`src/rtl/tdm_demux_1x4.sv`:
```
// tdm_demux_1x4: framed 1:4 TDM demultiplexer rebuilding a 4-channel word from a serial slot stream
module tdm_demux_1x4 #(
  parameter int CH_W = 1
) (
  input  logic                clk,
  input  logic                rst_n,
  input  logic [CH_W-1:0]     din,
  input  logic                sync,
  input  logic                en,
  output logic [0:4*CH_W-1]   a,
  output logic [0:1]          s,
  output logic                valid,
  output logic                sync_err
);
  typedef enum logic {HUNT, RUN} state_t;
  state_t state, state_n;
  logic [CH_W-1:0] sh0, sh1, sh2, sh0_n, sh1_n, sh2_n;
  logic [0:4*CH_W-1] a_n;
  logic [0:1] s_n;
  logic valid_n, err_n;
  always_ff @(posedge clk or negedge rst_n) begin
    if (!rst_n) begin
      state    <= HUNT;
      s        <= '0;
      sh0      <= '0;
      sh1      <= '0;
      sh2      <= '0;
      a        <= '0;
      valid    <= 1'b0;
      sync_err <= 1'b0;
    end else begin
      state    <= state_n;
      s        <= s_n;
      sh0      <= sh0_n;
      sh1      <= sh1_n;
      sh2      <= sh2_n;
      a        <= a_n;
      valid    <= valid_n;
      sync_err <= err_n;
    end
  end
  // sync always restarts at slot 0; an early sync in RUN also flags the dropped frame
  always_comb begin
    state_n = state;
    s_n     = s;
    sh0_n   = sh0;
    sh1_n   = sh1;
    sh2_n   = sh2;
    a_n     = a;
    valid_n = 1'b0;
    err_n   = 1'b0;
    if (en) begin
      if (sync) begin
        err_n   = (state == RUN) && (s != 2'd0);
        sh0_n   = din;
        s_n     = 2'd1;
        state_n = RUN;
      end else if (state == RUN) begin
        if (s == 2'd0) begin
          err_n   = 1'b1;
          state_n = HUNT;
        end else if (s == 2'd3) begin
          a_n     = {sh0, sh1, sh2, din};
          valid_n = 1'b1;
          s_n     = 2'd0;
        end else begin
          sh1_n = (s == 2'd1) ? din : sh1;
          sh2_n = (s == 2'd2) ? din : sh2;
          s_n   = s + 2'd1;
        end
      end
    end
  end
endmodule

```
`config.mk`:
```
export PLATFORM = sky130hd
export DESIGN_NAME = tdm_demux_1x4
export DESIGN_NICKNAME = d
export VERILOG_FILES = /design/src/rtl/tdm_demux_1x4.sv
export SDC_FILE = /design/constraint.sdc
export NUM_CORES = 1
export LEC_CHECK = 0
export BUFFER_PORTS_ARGS = -buffer_cell sky130_fd_sc_hd__buf_2
export CAP_MARGIN = 20
export CORE_AREA = 10 10 47 49
export CTS_BUF_LIST = sky130_fd_sc_hd__clkbuf_2
export DETAILED_ROUTE_END_ITERATION = 10
export DIE_AREA = 0 0 57 59
export GPL_TIMING_DRIVEN = 1
export PLACE_DENSITY = 0.66
export SETUP_SLACK_MARGIN = 0.3
export SLEW_MARGIN = 25
export SYNTH_ARGS = -nofsm -noshare
export SYNTH_HDL_FRONTEND = slang
export SYNTH_SLANG_ARGS = --single-unit
```
`constraint.sdc`:
```
create_clock -name clk -period 2.1 [get_ports clk]
set_clock_uncertainty 0.15 [all_clocks]
set_input_delay 0 -clock clk [delete_from_list [all_inputs] [get_ports clk]]
set_output_delay 0 -clock clk [all_outputs]
set_load 0.005 [all_outputs]
```
==> impl_metrics.csv, run 1 <==
group,metric,value,unit
global_routing,largest_net_degree_at_the_start_of_global_routing,13,
die,pin_count,13,
timing,grt_setup_unrepaired,"false",
yosys,post_synth_instance_area,603,sq um
die,die-width,57,um
global_routing,globalRoute.totalOverflow,0,
power,ir_worst_vdd,0.613,mV
power,comb_power_share,40.3,%
place,placement.io_buffers,12,
critical_path,reg2regPathDepth,4,
place,gp_congestion,0.816,
power,share_seq_of_total_power,45.6,%
yosys,synth-warning-count,0,
power,power.share.switching,34.4,%
critical_path,reg2reg_to,"a[1]",
critical_path,setup.reg_to_reg.worst_slack,0.36,ns
cells_and_area,multiInputGateArea,292,sq um
drt,route.detailed.drc,0,
timing,final.hold.worst_slack,0.368,ns
critical_path,path_max_fanout,6,
clocking,clkTransAtPathRegs,0.12,ns
clocking,clock_tree.buffer_depth,2,
yosys,synth_mux_area_share,17.4,%
timing,slew_worst_pin,0.557,ns
timing,max-slew-margin-rel,62.8,%
die,core_region,0.00140,sq mm
timing,tns,0,ns
power,power_per_cell_area,1120,mW/mm^2
drt,route.detailed.wl_per_inst,13.8,um
timing,finalWorstSetupSlack,0.362,ns
yosys,synth_seq_area_share,49.8,%
power,netSwitchingPower,0.290,mW
drt,drt-total-wl,1180,um
power,p_int,0.551,mW
yosys,ys_seq_elements,12,
timing,period_minus_ws_final,1.74,ns
power,clockPowerShare,14.1,%
yosys,post_synth_main_area_contributors,"dfrtp_1, ha_1, mux2_4",
die,initial_utilization,43.0,%
clocking,postCtsSetupBuffers,0,
clocking,clock-sinks,12,
yosys,combinational_family_with_the_most_area_after_synthesis,"multiplexers",
yosys,synth_compound_gate_area_share,3.94,%
yosys,post_synth_num_cell_types,15,
drt,dr.pass1.iters,2,
hold_path,hp-class,"register to register",
power,p_leak,0.385,nW
yosys,synth_top_cell_by_area,"dfrtp_1",
cells_and_area,drive_gt1_share,39.1,%
drt,ant_nets,0,
clocking,cts_tree,"yes",
place,detailedPlacementHpwl,896,um
timing,pins_over_their_slew_limit,0,
yosys,fraction_of_the_mapped_netlist_area_in_adder_cells,12.4,%
clocking,cts_buffers,3,
yosys,syn-num-nets,59,
critical_path,required,2.11,ns
cells_and_area,fillerInstances,130,
hold_path,min_delay_worst_endpoint,"a[2]",
die,die_area,0.00336,sq mm
critical_path,crit_path_start_kind,"register",
yosys,post_synth_xor_xnor_area,0,%
run_status,result_of_the_run,"completed",
global_routing,grt_first_pass_wirelength,2090,um
clocking,clockRootBuffer,"clkbuf_2",
critical_path,cp-end-kind,"register",
drt,detailroute.via_count,415,
cells_and_area,final-seq-area,302,sq um
critical_path,worst_r2r_startpoint,"s[1]",
timing,fmax,575,MHz
clocking,clkLatencyLatePin,0.27,ns
yosys,post_synth_and_or_nand_nor_area_fraction,14.5,%
yosys,post-synth-top-area-fraction,49.8,%
die,die_height,59,um
cells_and_area,layout.nets,81,
global_routing,antenna_found_initial,0,
drt,dr.first_iter.drc_count,1,
timing,tcrit_tclk_final,82.8,%
cells_and_area,area_growth,24.9,%
hold_path,whs_path_depth,1,
global_routing,via_count_of_the_first_global_routing_pass,465,
yosys,synthesis.area_per_instance,12.6,sq um
die,rows,14,
cells_and_area,antenna_cells,0,
global_routing,gr-usage-all-layers,7.84,%
place,place_ws,0.384,ns
critical_path,cp_data_arrival_time,1.75,ns
hold_path,min-delay-start,"sh2",
flow_run,timing.max_cap.violations,0,
timing,setup_viol,0,
timing,report.final.hold_viol_count,0,
critical_path,crit_type,"register to register",
yosys,syn_inst,48,
clocking,h-tree-depth,1,
drt,vias_per_cell,4.88,
cells in the mapped netlist:
cell type and instances:
and3b_4 2, inv_1 3, nor4b_1 1, dfrtp_1 12, ha_1 6, mux2_4 4, nand3_1 2, o21ai_0 2
mux2_2 4, nand2_1 6, nor2_1 2, nand2b_1 1, and2_2 1, o22ai_1 1, a211oi_1 1
layout by cell type, fill, tap and decap left out, drive strengths merged:
| cell type | instances |
|---|---|
| buf | 12 |
| dfrtp | 12 |
| mux2 | 8 |
| nand2 | 6 |
| ha | 6 |
| dlygate4sd3 | 5 |
| inv | 3 |
| clkbuf | 3 |
| nor2 | 2 |
| and3b | 2 |
| nand3 | 2 |
| o21ai | 2 |
| a211oi | 1 |
| and2 | 1 |
| nand2b | 1 |
| o22ai | 1 |
| nor4b | 1 |
| clkinv | 1 |
critical path: stages, from the launching register on:
cell	delay (ns)
dfrtp_1	0.46
inv_1	0.12
ha_1	0.24
and3b_4	0.35
mux2_4	0.31
metrics by stage:
step	utilization (%)	power [mW]	area, sq um	cells
2_1_floorplan	-	0.601	603	48
3_3_place_gp	48.8	0.718	683	76
3_5_place_dp	48.8	0.725	683	76
4_1_cts	53.7	0.851	752	85
5_1_grt	53.8	0.921	753	85
6_report	53.8	0.841	753	85
registers in the layout, indices dropped and copies added (netlist names):
signal,cells
a,4
s,2
sh0,1
sh1,1
sh2,1
state,1
sync_err,1
valid,1
worst max-delay path by stage:
stage	start	to	cells after the start
after floorplan	s[1]	a[0]	4
after global placement	s[0]	a[0]	4
after detailed placement	s[1]	a[1]	4
after CTS	s[1]	a[1]	4
after global routing	s[1]	a[2]	4
final	s[1]	a[1]	4
routing by layer:
layer,vias to the layer above,part of all wire [%],track usage (%),routed length [um]
met2,11,47,12.7,554
met4,0,1.8,4.03,21
met5,-,0,0,0
li1,206,-,-,-
met1,196,44,8.38,519
met3,2,6.8,3.65,80
timing repair:
| item | CTS | global route |
|---|---|---|
| hold buffers | 5 | 0 |
| setup endpoints to repair | 0 | 1 |
| gates resized for setup | 0 | 1 |
| hold endpoints to repair | 20 | 0 |
power by group through the flow:
stage / combinational, mW / clock, mW / sequential, mW
final: 0.339 / 0.119 / 0.384
after global routing: 0.386 / 0.140 / 0.396
after CTS: 0.346 / 0.122 / 0.382
after detailed placement: 0.337 / 0 / 0.388
after global placement: 0.335 / 0 / 0.384
after floorplan: 0.220 / 0 / 0.380
cells by family (layout without fill, tap and decap cells):
group	count (synthesis)	after routing
mux	8	8
simple gates	15	15
flops	12	12
compound gates	4	4
fa+ha+maj	6	6
buf+inv	3	24
area by class of cell:
cell class / count / share of cell area, %
Inverter: 3 / 1.50
Sequential cell: 12 / 40.0
Timing Repair Buffer: 17 / 14.6
Tap cell: 16 / 2.66
Clock buffer: 3 / 1.99
Multi-Input combinational cell: 33 / 38.7
Clock inverter: 1 / 0.498
Note: power is estimated with default switching activity, not from simulation.
==> run 2: changes to the inputs <==
--- a/config.mk
+++ b/config.mk
@@ -5,6 +5,7 @@
 export SDC_FILE = /design/constraint.sdc
 export NUM_CORES = 1
 export LEC_CHECK = 0
+export ABC_AREA = 1
 export BUFFER_PORTS_ARGS = -buffer_cell sky130_fd_sc_hd__buf_2
 export CAP_MARGIN = 20
 export CORE_AREA = 10 10 47 49
@@ -12,7 +13,7 @@
 export DETAILED_ROUTE_END_ITERATION = 10
 export DIE_AREA = 0 0 57 59
 export GPL_TIMING_DRIVEN = 1
-export PLACE_DENSITY = 0.66
+export PLACE_DENSITY = 0.67
 export SETUP_SLACK_MARGIN = 0.3
 export SLEW_MARGIN = 25
 export SYNTH_ARGS = -nofsm -noshare
==> constraint.sdc (replaced) <==
create_clock -name clk -period 1.7 [get_ports clk]
set_clock_uncertainty 0.15 [all_clocks]
set_input_delay 0 -clock clk [delete_from_list [all_inputs] [get_ports clk]]
set_output_delay 0 -clock clk [all_outputs]
set_load 0.005 [all_outputs]
==> impl_metrics.csv, run 2 <==
group,metric,value,unit
run_status,result_of_the_run,"completed",
critical_path,crit_path_start_kind,"register",
clocking,h-tree-depth,1,
yosys,post_synth_num_cell_types,10,
cells_and_area,final_common_cell,"nand2_1",
drt,dr.pass1.iters,4,
power,comb_power_share,53.0,%
critical_path,reg2reg_to,"sh1",
timing,fmax,739,MHz
global_routing,grt_first_pass_wirelength,2390,um
timing,report.final.hold_viol_count,0,
yosys,synth-warning-count,0,
timing,tns,0,ns
power,ir_worst_vdd,0.826,mV
power,p_leak,0.464,nW
yosys,synthTopCellsByCount,"nand2_1, dfrtp_1, nand3_1",
power,netSwitchingPower,0.517,mW
cells_and_area,area_growth,39.2,%
clocking,cts_tree,"yes",
drt,dr.first_iter.drc_count,5,
yosys,yosys.cell_count.top_type,"nand2_1",
yosys,proportion_of_synthesized_flip_flops_having_asynchronous_set_or_reset,100,%
drt,route.detailed.wl_per_inst,12.7,um
die,initial_utilization,43.9,%
flow_run,timing.max_cap.violations,0,
global_routing,gr-usage-all-layers,8.76,%
timing,grt_setup_unrepaired,"true",
yosys,synth_seq_area_share,48.8,%
place,placement.io_buffers,12,
critical_path,reg2regPathDepth,7,
global_routing,antenna_found_initial,0,
yosys,syn-num-nets,85,
drt,ant_nets,0,
power,p_int,0.743,mW
drt,vias_per_cell,4.91,
power,power_per_cell_area,1470,mW/mm^2
clocking,clockRootBuffer,"clkbuf_2",
clocking,clkLatencyLatePin,0.27,ns
cells_and_area,fillerInstances,129,
yosys,ys_seq_elements,12,
die,core_region,0.00140,sq mm
die,die_area,0.00336,sq mm
cells_and_area,final-seq-area,303,sq um
timing,max-slew-margin-rel,81.7,%
yosys,postSynth.topFlopCell,"dfrtp_1",
hold_path,min-delay-start,"a[1]",
die,pin_count,13,
timing,pins_over_their_slew_limit,0,
critical_path,crit_type,"register to register",
die,die_height,59,um
yosys,post_synth_main_area_contributors,"dfrtp_1, nand2_1, ha_1",
timing,slew_worst_pin,0.275,ns
cells_and_area,drive_gt1_share,35.0,%
yosys,synth_enable_flop_cells,0,
clocking,cts_buffers,3,
global_routing,via_count_of_the_first_global_routing_pass,534,
critical_path,cp-end-kind,"register",
place,detailedPlacementHpwl,958,um
cells_and_area,mostFrequentLayoutCells,"nand2_1, buf_2, nand3_1, dfrtp_1",
die,rows,14,
cells_and_area,largestRegisters,"a x4, s x2",
timing,finalWorstSetupSlack,0.346,ns
cells_and_area,antenna_cells,0,
critical_path,cp_data_arrival_time,1.38,ns
drt,route.detailed.drc,0,
yosys,synthesis.area_per_instance,8.32,sq um
hold_path,min_delay_worst_endpoint,"a[1]",
cells_and_area,most_flop_heavy_register,"a",
clocking,clock_tree.buffer_depth,2,
yosys,post-synth-top-area-fraction,48.8,%
drt,detailroute.via_count,569,
place,gp_congestion,0.828,
critical_path,worst_r2r_startpoint,"s[0]",
critical_path,setup.reg_to_reg.worst_slack,0.35,ns
place,place_ws,0.142,ns
global_routing,largest_net_degree_at_the_start_of_global_routing,13,
power,clockPowerShare,11.2,%
power,share_seq_of_total_power,35.8,%
power,power.share.switching,41.0,%
cells_and_area,finalNonFillerCells,116,
yosys,synth_top_cell_by_area,"dfrtp_1",
die,die-width,57,um
cells_and_area,layout.nets,113,
hold_path,whs_path_depth,2,
timing,period_minus_ws_final,1.35,ns
place,post-place-cells,102,
critical_path,required,1.72,ns
yosys,syn_inst,74,
timing,setup_viol,0,
clocking,clock-sinks,12,
critical_path,path_max_fanout,5,
yosys,post_synth_instance_area,616,sq um
hold_path,hp-class,"register to register",
global_routing,globalRoute.totalOverflow,0,
cells_and_area,multiInputGateArea,330,sq um
clocking,clkTransAtPathRegs,0.11,ns
cells_and_area,layout.core_utilization,61.2,%
cells_and_area,largest_register_ffs,4,
timing,tcrit_tclk_final,79.6,%
drt,drt-total-wl,1470,um
run 2: changes by cell type after synthesis, moves of 2 or more:
cell	before	now
and3b_4	2	0
inv_1	3	8
mux2_2	4	0
mux2_4	4	0
nand2_1	6	27
nand2_2	0	2
nand3_1	2	10
nor2_1	2	6
run 2: power by group through the flow:
stage | logic (mW) | clock network, mW | registers (mW)
5_1_grt | 0.745 | 0.157 | 0.462
2_1_floorplan | 0.270 | 0 | 0.464
4_1_cts | 0.559 | 0.144 | 0.441
6_report | 0.668 | 0.141 | 0.451
3_5_place_dp | 0.422 | 0 | 0.470
3_3_place_gp | 0.413 | 0 | 0.463
run 2: through the flow:
step / total power, mW / hold slack, ns / area, sq um
after floorplan: 0.734 / -0.446 / 621
after global placement: 0.876 / -0.261 / 701
after detailed placement: 0.892 / -0.257 / 701
after CTS: 1.14 / 0.333 / 811
after global routing: 1.36 / 0.368 / 857
final: 1.26 / 0.325 / 857
run 2: final cells by class:
class                           instances  share of cell area, %
Multi-Input combinational cell         54                   38.5
Sequential cell                        12                   35.3
Timing Repair Buffer                   23                   18.5
Inverter                                8                   3.50
Tap cell                               16                   2.34
Clock buffer                            3                   1.75
run 2: worst max-delay path: stages, from the launching register on:
cell and delay [ns]:
dfrtp_2 0.40, inv_2 0.07, ha_4 0.25, inv_1 0.05
nor2_4 0.15, nand2_1 0.08, nand2_1 0.06, nand2_1 0.05
run 2: what timing repair did:
action / 4_1_cts / 5_1_grt
hold endpoints to repair: 24 / 12
endpoints found under the setup margin: 8 / 9
setup buffers: 5 / 1
gates resized for setup: 3 / 10
hold buffers: 5 / 1
pin swaps: 0 / 4
run 2: layer usage:
metal | track usage (%) | part of all wire, % | vias to the layer above
met4 | 4.03 | 4.2 | 0
met2 | 14.3 | 47 | 20
met1 | 9.73 | 41 | 255
li1 | - | - | 282
met5 | 0 | 0 | -
met3 | 3.65 | 7.2 | 12
run 2: kinds of logic after synthesis:
logic type      count (synthesis)  synth area share (%)
flops                          12                  48.8
compound gates                  1                 0.812
simple gates                   47                  33.3
buf+inv                         8                  4.88
fa+ha+maj                       6                  12.2
run 2: worst max path at each step:
stage	start	to	slack, ns
global route	s[1]	sh2	0.27
floorplan	s[1]	a[0]	0.31
global placement	s[1]	a[0]	0.18
finish	s[0]	sh1	0.35
detailed placement	s[1]	a[0]	0.14
CTS	s[1]	a[0]	0.34
==> run 3: changes to the inputs <==
--- a/config.mk
+++ b/config.mk
@@ -5,7 +5,7 @@
 export SDC_FILE = /design/constraint.sdc
 export NUM_CORES = 1
 export LEC_CHECK = 0
-export ABC_AREA = 1
+export ABC_AREA = 0
 export BUFFER_PORTS_ARGS = -buffer_cell sky130_fd_sc_hd__buf_2
 export CAP_MARGIN = 20
 export CORE_AREA = 10 10 47 49
@@ -13,7 +13,7 @@
 export DETAILED_ROUTE_END_ITERATION = 10
 export DIE_AREA = 0 0 57 59
 export GPL_TIMING_DRIVEN = 1
-export PLACE_DENSITY = 0.67
+export PLACE_DENSITY = 0.66
 export SETUP_SLACK_MARGIN = 0.3
 export SLEW_MARGIN = 25
 export SYNTH_ARGS = -nofsm -noshare
==> constraint.sdc (replaced) <==
create_clock -name clk -period 1.4 [get_ports clk]
set_clock_uncertainty 0.15 [all_clocks]
set_input_delay 0 -clock clk [delete_from_list [all_inputs] [get_ports clk]]
set_output_delay 0 -clock clk [all_outputs]
set_load 0.005 [all_outputs]
==> impl_metrics.csv, run 3 (synthesis results as in run 1) <==
group,metric,value,unit
run_status,result_of_the_run,"finished, violations left",
run_status,failed_checks,"negative setup slack",
drt,ant_nets,0,
power,share_seq_of_total_power,32.6,%
power,power.share.switching,34.1,%
cells_and_area,drive_gt1_share,61.4,%
flow_run,timing.max_cap.violations,0,
critical_path,crit_type,"register to register",
cells_and_area,largestRegisters,"a x4, s x2",
timing,max-slew-margin-rel,81.6,%
drt,detailroute.via_count,478,
drt,dr.pass1.iters,4,
place,detailedPlacementHpwl,1020,um
cells_and_area,final_common_cell,"buf_2",
power,clockPowerShare,10.1,%
place,placement.io_buffers,12,
timing,fmax,651,MHz
global_routing,antenna_found_initial,0,
clocking,clkTransAtPathRegs,0.11,ns
timing,final.hold.worst_slack,0.0860,ns
global_routing,grt_first_pass_wirelength,2520,um
die,die_area,0.00336,sq mm
critical_path,path_max_fanout,4,
power,power_per_cell_area,1840,mW/mm^2
cells_and_area,largest_register_ffs,4,
cells_and_area,layout.nets,95,
power,total_power,1.74,mW
timing,report.final.hold_viol_count,0,
place,place_ws,-0.145,ns
timing,tcrit_tclk_final,110,%
drt,route.detailed.drc,0,
drt,route.detailed.wl_per_inst,15.2,um
clocking,clkLatencyLatePin,0.26,ns
clocking,h-tree-depth,1,
hold_path,hp-class,"input port to register",
critical_path,cp-end-kind,"register",
timing,finalWorstSetupSlack,-0.137,ns
timing,grt_setup_unrepaired,"true",
power,netSwitchingPower,0.592,mW
drt,vias_per_cell,4.83,
clocking,clockRootBuffer,"clkbuf_2",
drt,drt-total-wl,1510,um
cells_and_area,final-seq-area,302,sq um
clocking,clock_tree.buffer_depth,2,
die,core_region,0.00140,sq mm
critical_path,cp_data_arrival_time,1.55,ns
global_routing,gr-usage-all-layers,9.70,%
global_routing,globalRoute.totalOverflow,0,
cells_and_area,multiInputGateArea,354,sq um
timing,tns,-0.758,ns
timing,slew_worst_pin,0.276,ns
critical_path,required,1.41,ns
clocking,cts_buffers,3,
place,gp_congestion,0.729,
die,rows,14,
die,initial_utilization,43.0,%
cells_and_area,most_flop_heavy_register,"a",
cells_and_area,fillerInstances,106,
timing,period_minus_ws_final,1.54,ns
critical_path,crit_path_start_kind,"register",
die,die-width,57,um
global_routing,via_count_of_the_first_global_routing_pass,533,
cells_and_area,layout.core_utilization,67.5,%
die,pin_count,13,
cells_and_area,area_growth,56.8,%
power,comb_power_share,57.2,%
drt,dr.first_iter.drc_count,6,
cells_and_area,antenna_cells,0,
timing,setup_viol,7,
power,p_int,1.15,mW
cells_and_area,mostFrequentLayoutCells,"buf_2, dfrtp_1, buf_4",
global_routing,largest_net_degree_at_the_start_of_global_routing,13,
clocking,clock-sinks,12,
timing,pins_over_their_slew_limit,0,
power,p_leak,0.489,nW
clocking,cts_tree,"yes",
die,die_height,59,um
power,ir_worst_vdd,0.897,mV
[run 3: cell types whose count changed in the layout (fill, tap and decap cells not counted), moves of 3 or more]
cell and change:
mux2_4 +5, nand2_1 -21, nor2_4 -3, mux2_2 +3, buf_6 +3, buf_4 +4
nand3_1 -9, inv_1 -4
[run 3: area by class of cell]
cell class	instances	area share [%]
clock buffers	3	1.59
clock inverters	1	0.397
flip-flops and latches	12	31.9
well taps	16	2.12
repair buffers	31	25.1
inverters	3	1.46
multi-input cells	33	37.4
[run 3: worst paths after layout]
path                        from     to  slack (ns)  cells after the start
max in group asynchronous  rst_n   s[1]        0.36                      3
max                         s[1]   a[1]       -0.14                      4
min reg2reg                 a[0]   a[0]        0.37                      1
min in group asynchronous  rst_n   a[1]        0.51                      3
max reg2reg                 s[1]   a[1]       -0.14                      4
min                           en  valid        0.09                      3
[run 3: power groups by stage]
stage          Clock, mW  Combinational [mW]  Sequential [mW]
2_1_floorplan          0               0.368            0.580
3_3_place_gp           0               0.715            0.559
3_5_place_dp           0               0.721            0.567
4_1_cts            0.190               0.913            0.559
5_1_grt            0.204                1.08            0.582
6_report           0.176               0.994            0.567
[run 3: timing repair]
item                       4_1_cts  5_1_grt
setup endpoints to repair       13       14
hold buffers                     6        0
buffers inserted                 4        1
resized for setup                9        8
hold endpoints to repair        20        0
pin swaps                        4        1
[run 3: through the flow]
| step | instance area (sq um) | instances |
|---|---|---|
| CTS | 912 | 98 |
| global route | 946 | 99 |
| finish | 946 | 99 |
| global placement | 766 | 84 |
| floorplan | 626 | 48 |
| detailed placement | 766 | 84 |
[run 3: worst max-delay path, stage by stage, from the launching register on]
cell	delay (ns)
dfrtp_2	0.42
inv_4	0.06
ha_4	0.15
and3b_4	0.34
mux2_4	0.31
[run 3: per-layer routing]
layer  share of wire (%)  GRT usage (%)
met5                   0              0
met4                 1.5           8.05
met3                 3.5           1.93
met2                  51           16.7
met1                  44           9.91
